===== src/rtl/rc4_pkg.sv =====
// ============================================================================
// Module      : rc4_pkg
// Description : Shared types and constants for the RC4 stream XOR block.
// Revision    : 1.0 - initial release
// ============================================================================
`default_nettype none

package rc4_pkg;

  localparam int c_BYTE_W = 8;

  typedef enum logic [1:0] {
    IDLE = 2'd0,
    REQ  = 2'd1,
    WAIT = 2'd2,
    RUN  = 2'd3
  } rc4_state_e;

endpackage

`default_nettype wire


===== src/rtl/rc4_done_edge.sv =====
// ============================================================================
// Module      : rc4_done_edge
// Description : Synchronous rising-edge detector for the generator done level.
// Revision    : 1.0 - initial release
// ============================================================================
`default_nettype none

module rc4_done_edge (
  input  logic clk,
  input  logic rst_n,
  input  logic done,
  output logic rise
);

  logic r_done_q;

  always_ff @(posedge clk or negedge rst_n) begin
    if (!rst_n) begin
      r_done_q <= 1'b0;
    end else begin
      r_done_q <= done;
    end
  end

  assign rise = done & ~r_done_q;

endmodule

`default_nettype wire


===== src/rtl/rc4_stream_xor.sv =====
// ============================================================================
// Module      : rc4_stream_xor
// Description : Requests RC4 keystream blocks and XORs them with a byte stream.
// Revision    : 1.0 - initial release
// ============================================================================
`default_nettype none

module rc4_stream_xor
  import rc4_pkg::*;
#(
  parameter int NUMS_OF_BYTES = 4
) (
  input  logic                                clk,
  input  logic                                rst_n,
  input  logic                                en,
  output logic                                ks_start,
  input  logic [NUMS_OF_BYTES*c_BYTE_W-1:0]   ks_data,
  input  logic                                ks_done,
  input  logic                                pt_valid,
  input  logic [c_BYTE_W-1:0]                 pt_data,
  output logic                                pt_ready,
  output logic                                ct_valid,
  output logic [c_BYTE_W-1:0]                 ct_data,
  input  logic                                ct_ready,
  output logic                                busy,
  output logic [15:0]                         blk_cnt
);

  localparam int                 c_IDX_W    = (NUMS_OF_BYTES > 1) ? $clog2(NUMS_OF_BYTES) : 1;
  localparam logic [c_IDX_W-1:0] c_LAST_IDX = c_IDX_W'(NUMS_OF_BYTES - 1);

  rc4_state_e                          r_state;
  rc4_state_e                          w_state_nxt;
  logic [NUMS_OF_BYTES*c_BYTE_W-1:0]   r_buf;
  logic [c_IDX_W-1:0]                  r_idx;
  logic                                r_ct_valid;
  logic [c_BYTE_W-1:0]                 r_ct_data;
  logic [15:0]                         r_blk_cnt;
  logic                                w_rise;
  logic                                w_pt_ready;
  logic                                w_pt_fire;
  logic                                w_last;
  logic [c_BYTE_W-1:0]                 w_ks_byte;

  rc4_done_edge u_done_edge (
    .clk   (clk),
    .rst_n (rst_n),
    .done  (ks_done),
    .rise  (w_rise)
  );

  assign w_ks_byte = r_buf[r_idx*c_BYTE_W +: c_BYTE_W];
  assign w_last    = (r_idx == c_LAST_IDX);
  assign w_pt_fire = pt_valid & w_pt_ready;

  always_ff @(posedge clk or negedge rst_n) begin
    if (!rst_n) begin
      r_state <= IDLE;
    end else begin
      r_state <= w_state_nxt;
    end
  end

  // en is only consulted in IDLE and on the final byte of a block
  always_comb begin
    w_state_nxt = r_state;
    ks_start    = 1'b0;
    w_pt_ready  = 1'b0;
    case (r_state)
      IDLE: if (en) w_state_nxt = REQ;
      REQ: begin
        ks_start    = 1'b1;
        w_state_nxt = WAIT;
      end
      WAIT: if (w_rise) w_state_nxt = RUN;
      RUN: begin
        w_pt_ready = !r_ct_valid || ct_ready;
        if (pt_valid && w_pt_ready && w_last) begin
          w_state_nxt = en ? REQ : IDLE;
        end
      end
      default: w_state_nxt = IDLE;
    endcase
  end

  always_ff @(posedge clk or negedge rst_n) begin
    if (!rst_n) begin
      r_buf      <= '0;
      r_idx      <= '0;
      r_ct_valid <= 1'b0;
      r_ct_data  <= '0;
      r_blk_cnt  <= '0;
    end else begin
      if ((r_state == WAIT) && w_rise) begin
        r_buf <= ks_data;
        r_idx <= '0;
      end
      // a fill in the same cycle as a drain keeps the output valid
      if (w_pt_fire) begin
        r_ct_data  <= pt_data ^ w_ks_byte;
        r_ct_valid <= 1'b1;
        r_idx      <= w_last ? '0 : r_idx + 1'b1;
        if (w_last) begin
          r_blk_cnt <= r_blk_cnt + 16'd1;
        end
      end else if (r_ct_valid && ct_ready) begin
        r_ct_valid <= 1'b0;
      end
    end
  end

  assign pt_ready = w_pt_ready;
  assign ct_valid = r_ct_valid;
  assign ct_data  = r_ct_data;
  assign busy     = (r_state != IDLE);
  assign blk_cnt  = r_blk_cnt;

endmodule

`default_nettype wire


===== config.mk =====
export PLATFORM = sky130hd
export DESIGN_NAME = rc4_stream_xor
export DESIGN_NICKNAME = d
export VERILOG_FILES = /design/src/rtl/rc4_pkg.sv /design/src/rtl/rc4_done_edge.sv /design/src/rtl/rc4_stream_xor.sv
export SDC_FILE = /design/constraint.sdc
export NUM_CORES = 1
export LEC_CHECK = 0
export ABC_AREA = 1
export CORE_MARGIN = 10
export CORE_UTILIZATION = 37
export CTS_CLUSTER_SIZE = 14
export DETAILED_ROUTE_END_ITERATION = 10
export PLACE_DENSITY = 0.62
export RECOVER_POWER = 50
export SKIP_LAST_GASP = 1
export SLEW_MARGIN = 25
export SYNTH_ARGS = -nofsm -noshare
export SYNTH_HDL_FRONTEND = slang
export SYNTH_HIERARCHICAL = 1
export SYNTH_SLANG_ARGS = --single-unit

===== constraint.sdc =====
create_clock -name clk -period 3.2 [get_ports clk]
set_clock_uncertainty 0.05 [all_clocks]
set_input_delay 0.48 -clock clk [delete_from_list [all_inputs] [get_ports clk]]
set_output_delay 0.48 -clock clk [all_outputs]
set_load 0.05 [all_outputs]

Word level (Yosys, flattened, before mapping)
Cells that the tools add are included.
Storage, ports and cells
  output and inout port bits: 28
  register bits: 62
  input bits: 46
Operators by class
  reductions and logical operators: 12
  shifts and indexed selects: 1
  mux-type cells: 12
  bitwise gates (word level): 4
  equality and inequality tests: 7
  $add $sub $neg: 2
Operators with widths (count)
  32-bit by 6-bit indexed part select with 8-bit output: 1
  16-bit by 1-bit adder with 16-bit output, second input constant: 1
  2-bit two-way mux: 6
  2-bit one-hot mux with 4 select lines: 1
  8-bit XOR: 1
  2-bit equality test, second input constant: 3
  2-bit != test, second input constant: 3
  2-bit nonzero test: 3
  1-bit two-way mux: 5
  1-bit logical AND: 4
  3-bit AND reduction: 1
  2-bit by 1-bit adder with 2-bit output, second input constant: 1
  1-bit AND: 2
  2-bit by 1-bit equality test with 1-bit output, second input constant: 1
  2-bit zero test: 1
  2-bit AND reduction: 1
  1-bit zero test: 1
  1-bit logical OR: 1
  1-bit NOT: 1

Longest topological paths before layout
  depth in word-level cells: 6
  depth in mapped cells: 9
  depth with buffers taken out: 9

Modules after synthesis
Netlist, hierarchy kept.
By module, submodules not included
  rc4_stream_xor: sequential area each 1526.5 um^2, cells each 343, area each 3069.2 um^2, times used 1
  rc4_done_edge: sequential area each 25.0 um^2, cells each 3, area each 35.0 um^2, times used 1

Worst setup path before layout
Ideal clock, no wire load.
  kind: register -> register
  from: register r_ct_valid (netlist: ct_valid)
  to: register r_idx[1]
  buffers on the path: 1
  cell stages (with the launch flop): 8
  arrival time: 1.551 ns
  clock period less this slack: 1.729 ns
  setup slack: 1.471 ns
  path through: dfrtp_1 > nand2_2 > nand2_1 > inv_1 > nand2_2 > buf_6 > nand2_1 > o21ai_0
Between the ends
  longest elaborated chain between the ends: 5
Ends and longest elaborated chain
  from (decl): line rc4_stream_xor.sv:36  | logic r_ct_valid;
  from (signal assigned): line rc4_stream_xor.sv:90  | r_ct_valid <= 1'b0;
  from (signal assigned): line rc4_stream_xor.sv:101  | r_ct_valid <= 1'b1;
  from (signal assigned): line rc4_stream_xor.sv:107  | r_ct_valid <= 1'b0;
  1-bit zero test *: line rc4_stream_xor.sv:77  | w_pt_ready = !r_ct_valid || ct_ready;
  1-bit logical OR *: line rc4_stream_xor.sv:77
  1-bit two-way mux *: line rc4_stream_xor.sv:69  | case (r_state)
  via pt_ready: line rc4_stream_xor.sv:21  | output logic pt_ready,
  1-bit AND *: line rc4_stream_xor.sv:54  | assign w_pt_fire = pt_valid & w_pt_ready;
  2-bit two-way mux or 2-bit nonzero test (tied branches)
  to (signal assigned): line rc4_stream_xor.sv:102  | r_idx <= w_last ? '0 : r_idx + 1'b1;
  to (decl): line rc4_stream_xor.sv:35  | logic [c_IDX_W-1:0] r_idx;
Mark *: on every way through the listed nets, which the timed path passes. The rest lies on a longest branch.
A chain may end at the register's enable or synchronous reset.

Worst setup path after layout
  from: input ct_ready
  to: output pt_ready
Between the ends
  longest elaborated chain between the ends: 2
Ends and longest elaborated chain
  from (decl): line rc4_stream_xor.sv:24  | input logic ct_ready,
  1-bit logical OR: line rc4_stream_xor.sv:77
  1-bit two-way mux: line rc4_stream_xor.sv:69
  to (decl): line rc4_stream_xor.sv:21
Every way passes these cells.

==> metrics <==
Setup Viol. Count Final=0; yosys warns=6; Nets=480; first-pass GRT wire length=12.3 mm; Tmin final=2.53 ns; initial antenna violation count=0; row count=33; final core utilization=0.504; via count=2497; ratio of final minimum period to clock period=0.790; Critical Path Slowest Stage Cell=clkdlybuf4s50_1; Max-Cap Viols=0; final instance area=4120 um2; core area=8180 um2; critical path startpoint category=primary input; synthesized area per cell=8.97 um2; dpl cell area=3930 um2; CTS tree=done; CP required=2.67 ns; Post-Synthesis Cells=346; Initial Util=0.380; synthesized area=3100 um2; routed wire length=7.32 mm; Vias/cell=4.66; Worst-Skew Late Latency=0.33 ns; Die Wd=112 um; Iteration-0 DRC Markers=112; cts repair resizes=0; setup TNS=0 ns; Syn-to-layout area delta=32.8%; TritonCTS Buffers=9; Yosys reg bits=62; # IOs=74; Detail Placement HPWL=5.45 mm; layout cells sized above 1=0.130; Clock Tree Buf Depth=2; worst-path fanout max=4; post-synthesis sequential area ratio=0.500; Yosys top cell by area=dfrtp_1; number of global-route vias before repair=2543; DRC violations left=0; maximum operating frequency=395 MHz; routed length per instance=13.7 um; largest net degree at the start of global routing=36; Leak=1.97 nW; Worst-Margin Slew=0.986 ns; final number of hold-violating endpoints=0; pwr/cell area=808 nW/um2; Top FF cell, synth=dfrtp_1; synth unique cells=24; GP Congestion=0.768; top post-synthesis cells by area=dfrtp_1, nand2_1, mux2_2, nand3_1, inv_1; share of the synthesized area in the top cell type=0.500; die area=12500 um2; CTS sink count=62; CP Class=primary input to output pin; Post-Syn Nets=399; status=completed; grt total ovfl=0; Tot GR Track Use=0.120; Final Slew Violations=0; EDFF count, synth=0; Crit path largest cell delay=0.80 ns; # fillers=786; Die Y=112 um; RSZ-0062 raised after global routing=false; # port buffers=73; ant diodes=0; Multi-input gate area=1340 um2; Rel. slew slack=0.343; WP data arrival=2.00 ns; register area=1550 um2; Root Buffer=clkbuf_8; maximum VDD drop=0.307 mV; asr flop ratio synth=1.00; H-tree depth=3; hold crit path type=register to register; worst-path cell chain=clkdlybuf4s50_1, inv_1, nand2_2, nand2_1, inv_1, clkdlybuf4s50_1; Crit. End Element=output pin; Initial DRT Pass Iterations=5; DRT antenna net count=0; clock transition at the registers of the reported paths=0.07 ns
## final cells by class
class	instances	share of cell area
sequential	62	0.376
multi-input combinational	241	0.325
timing repair buffer	78	0.184
clock buffer	12	0.0401
inverter	35	0.0325
tap	105	0.0319
clock inverter	3	0.0103
## synth_stat cells, types with 2 or more instances
cell type / number
nand2_1: 123
dfrtp_1: 62
nand3_1: 42
mux2_2: 32
inv_1: 31
nor2_1: 12
ha_1: 7
o21ai_0: 4
buf_2: 3
buf_6: 3
nand3b_1: 3
nand4_1: 3
xnor2_1: 3
xor2_1: 3
buf_4: 2
inv_2: 2
nand2_2: 2
nor2_2: 2
nor2_4: 2
## layer usage
layer / vias to the layer above / global-route usage / share of wire
met2: 71 / 0.193 / 0.47
met4: 0 / 0.0386 / 0.012
li1: 1265 / - / -
met1: 1153 / 0.142 / 0.44
met3: 8 / 0.0510 / 0.075
met5: - / 0 / 0
## state kept, by name, indices dropped and copies added (netlist names)
register and flops:
r_state 2, u_done_edge/r_done_q 1, ct_valid 1, ct_data 8, r_idx 2, blk_cnt 16, r_buf 32
## layout by cell type, fill, tap and decap left out, types with 2 or more instances in the layout
cell type and n:
ha_1 7, dlygate4sd3_1 2, nor2_2 2, nand3b_1 3
clkbuf_8 12, o21ai_0 4, xnor2_1 3, xor2_1 3
nand3_1 43, clkbuf_1 2, nor2_1 12, nand4_1 3
buf_4 2, clkdlybuf4s50_1 71, dfrtp_1 62, mux2_2 32
nand2_1 124, nor2_4 2, inv_1 33
## per-stage QoR
| stage | setup slack (ns) | cells | hold WS, ns | power, mW |
|---|---|---|---|---|
| after floorplan | 1.47 | 346 | 0.134 | 2.25 |
| after global placement | 0.628 | 520 | 0.309 | 2.61 |
| after detailed placement | 0.608 | 520 | 0.308 | 2.65 |
| after CTS | 0.603 | 536 | 0.433 | 3.38 |
| after global routing | 0.577 | 536 | 0.463 | 3.58 |
| final | 0.671 | 536 | 0.432 | 3.33 |
## where the power goes
| part | leakage (nW) | internal [mW] | switching, mW | total (mW) |
|---|---|---|---|---|
| clock network | 0.104 | 0.418 | 0.304 | 0.722 |
| registers | 0.776 | 1.08 | 0.171 | 1.25 |
| logic | 1.09 | 0.562 | 0.800 | 1.36 |
## repair_timing
action / 4_1_cts / 5_1_grt
hold endpoints to repair: 9 / 0
endpoints found under the setup margin: 0 / 0
hold buffers: 1 / 0
buffers inserted: 0 / 0
## worst max-delay path: cells and delay by family
family	cells	cell delay, ns
AND/OR/NAND/NOR	2	0.14
buffers and inverters	4	1.37
## worst paths after layout
kind                             from  cells after the start           to  slack, ns
max                          ct_ready                      6     pt_ready       0.67
min                        ct_data[6]                      2   ct_data[6]       0.43
max reg2reg                  r_idx[1]                      8  blk_cnt[14]       1.14
min reg2reg                ct_data[6]                      2   ct_data[6]       0.43
max in group asynchronous       rst_n                      3   blk_cnt[0]       1.23
min in group asynchronous       rst_n                      2  blk_cnt[11]       0.59
## cell families after synthesis
family,after synthesis,share of synthesized area
buffers and inverters,43,0.0637
AO/OA/AOI/OAI,5,0.00847
adder cells (fa/ha/maj),7,0.0282
XOR/XNOR,6,0.0169
flip-flops,62,0.500
AND/OR/NAND/NOR,191,0.267
multiplexers,32,0.116
No activity file was read; power rests on OpenSTA's default activity.
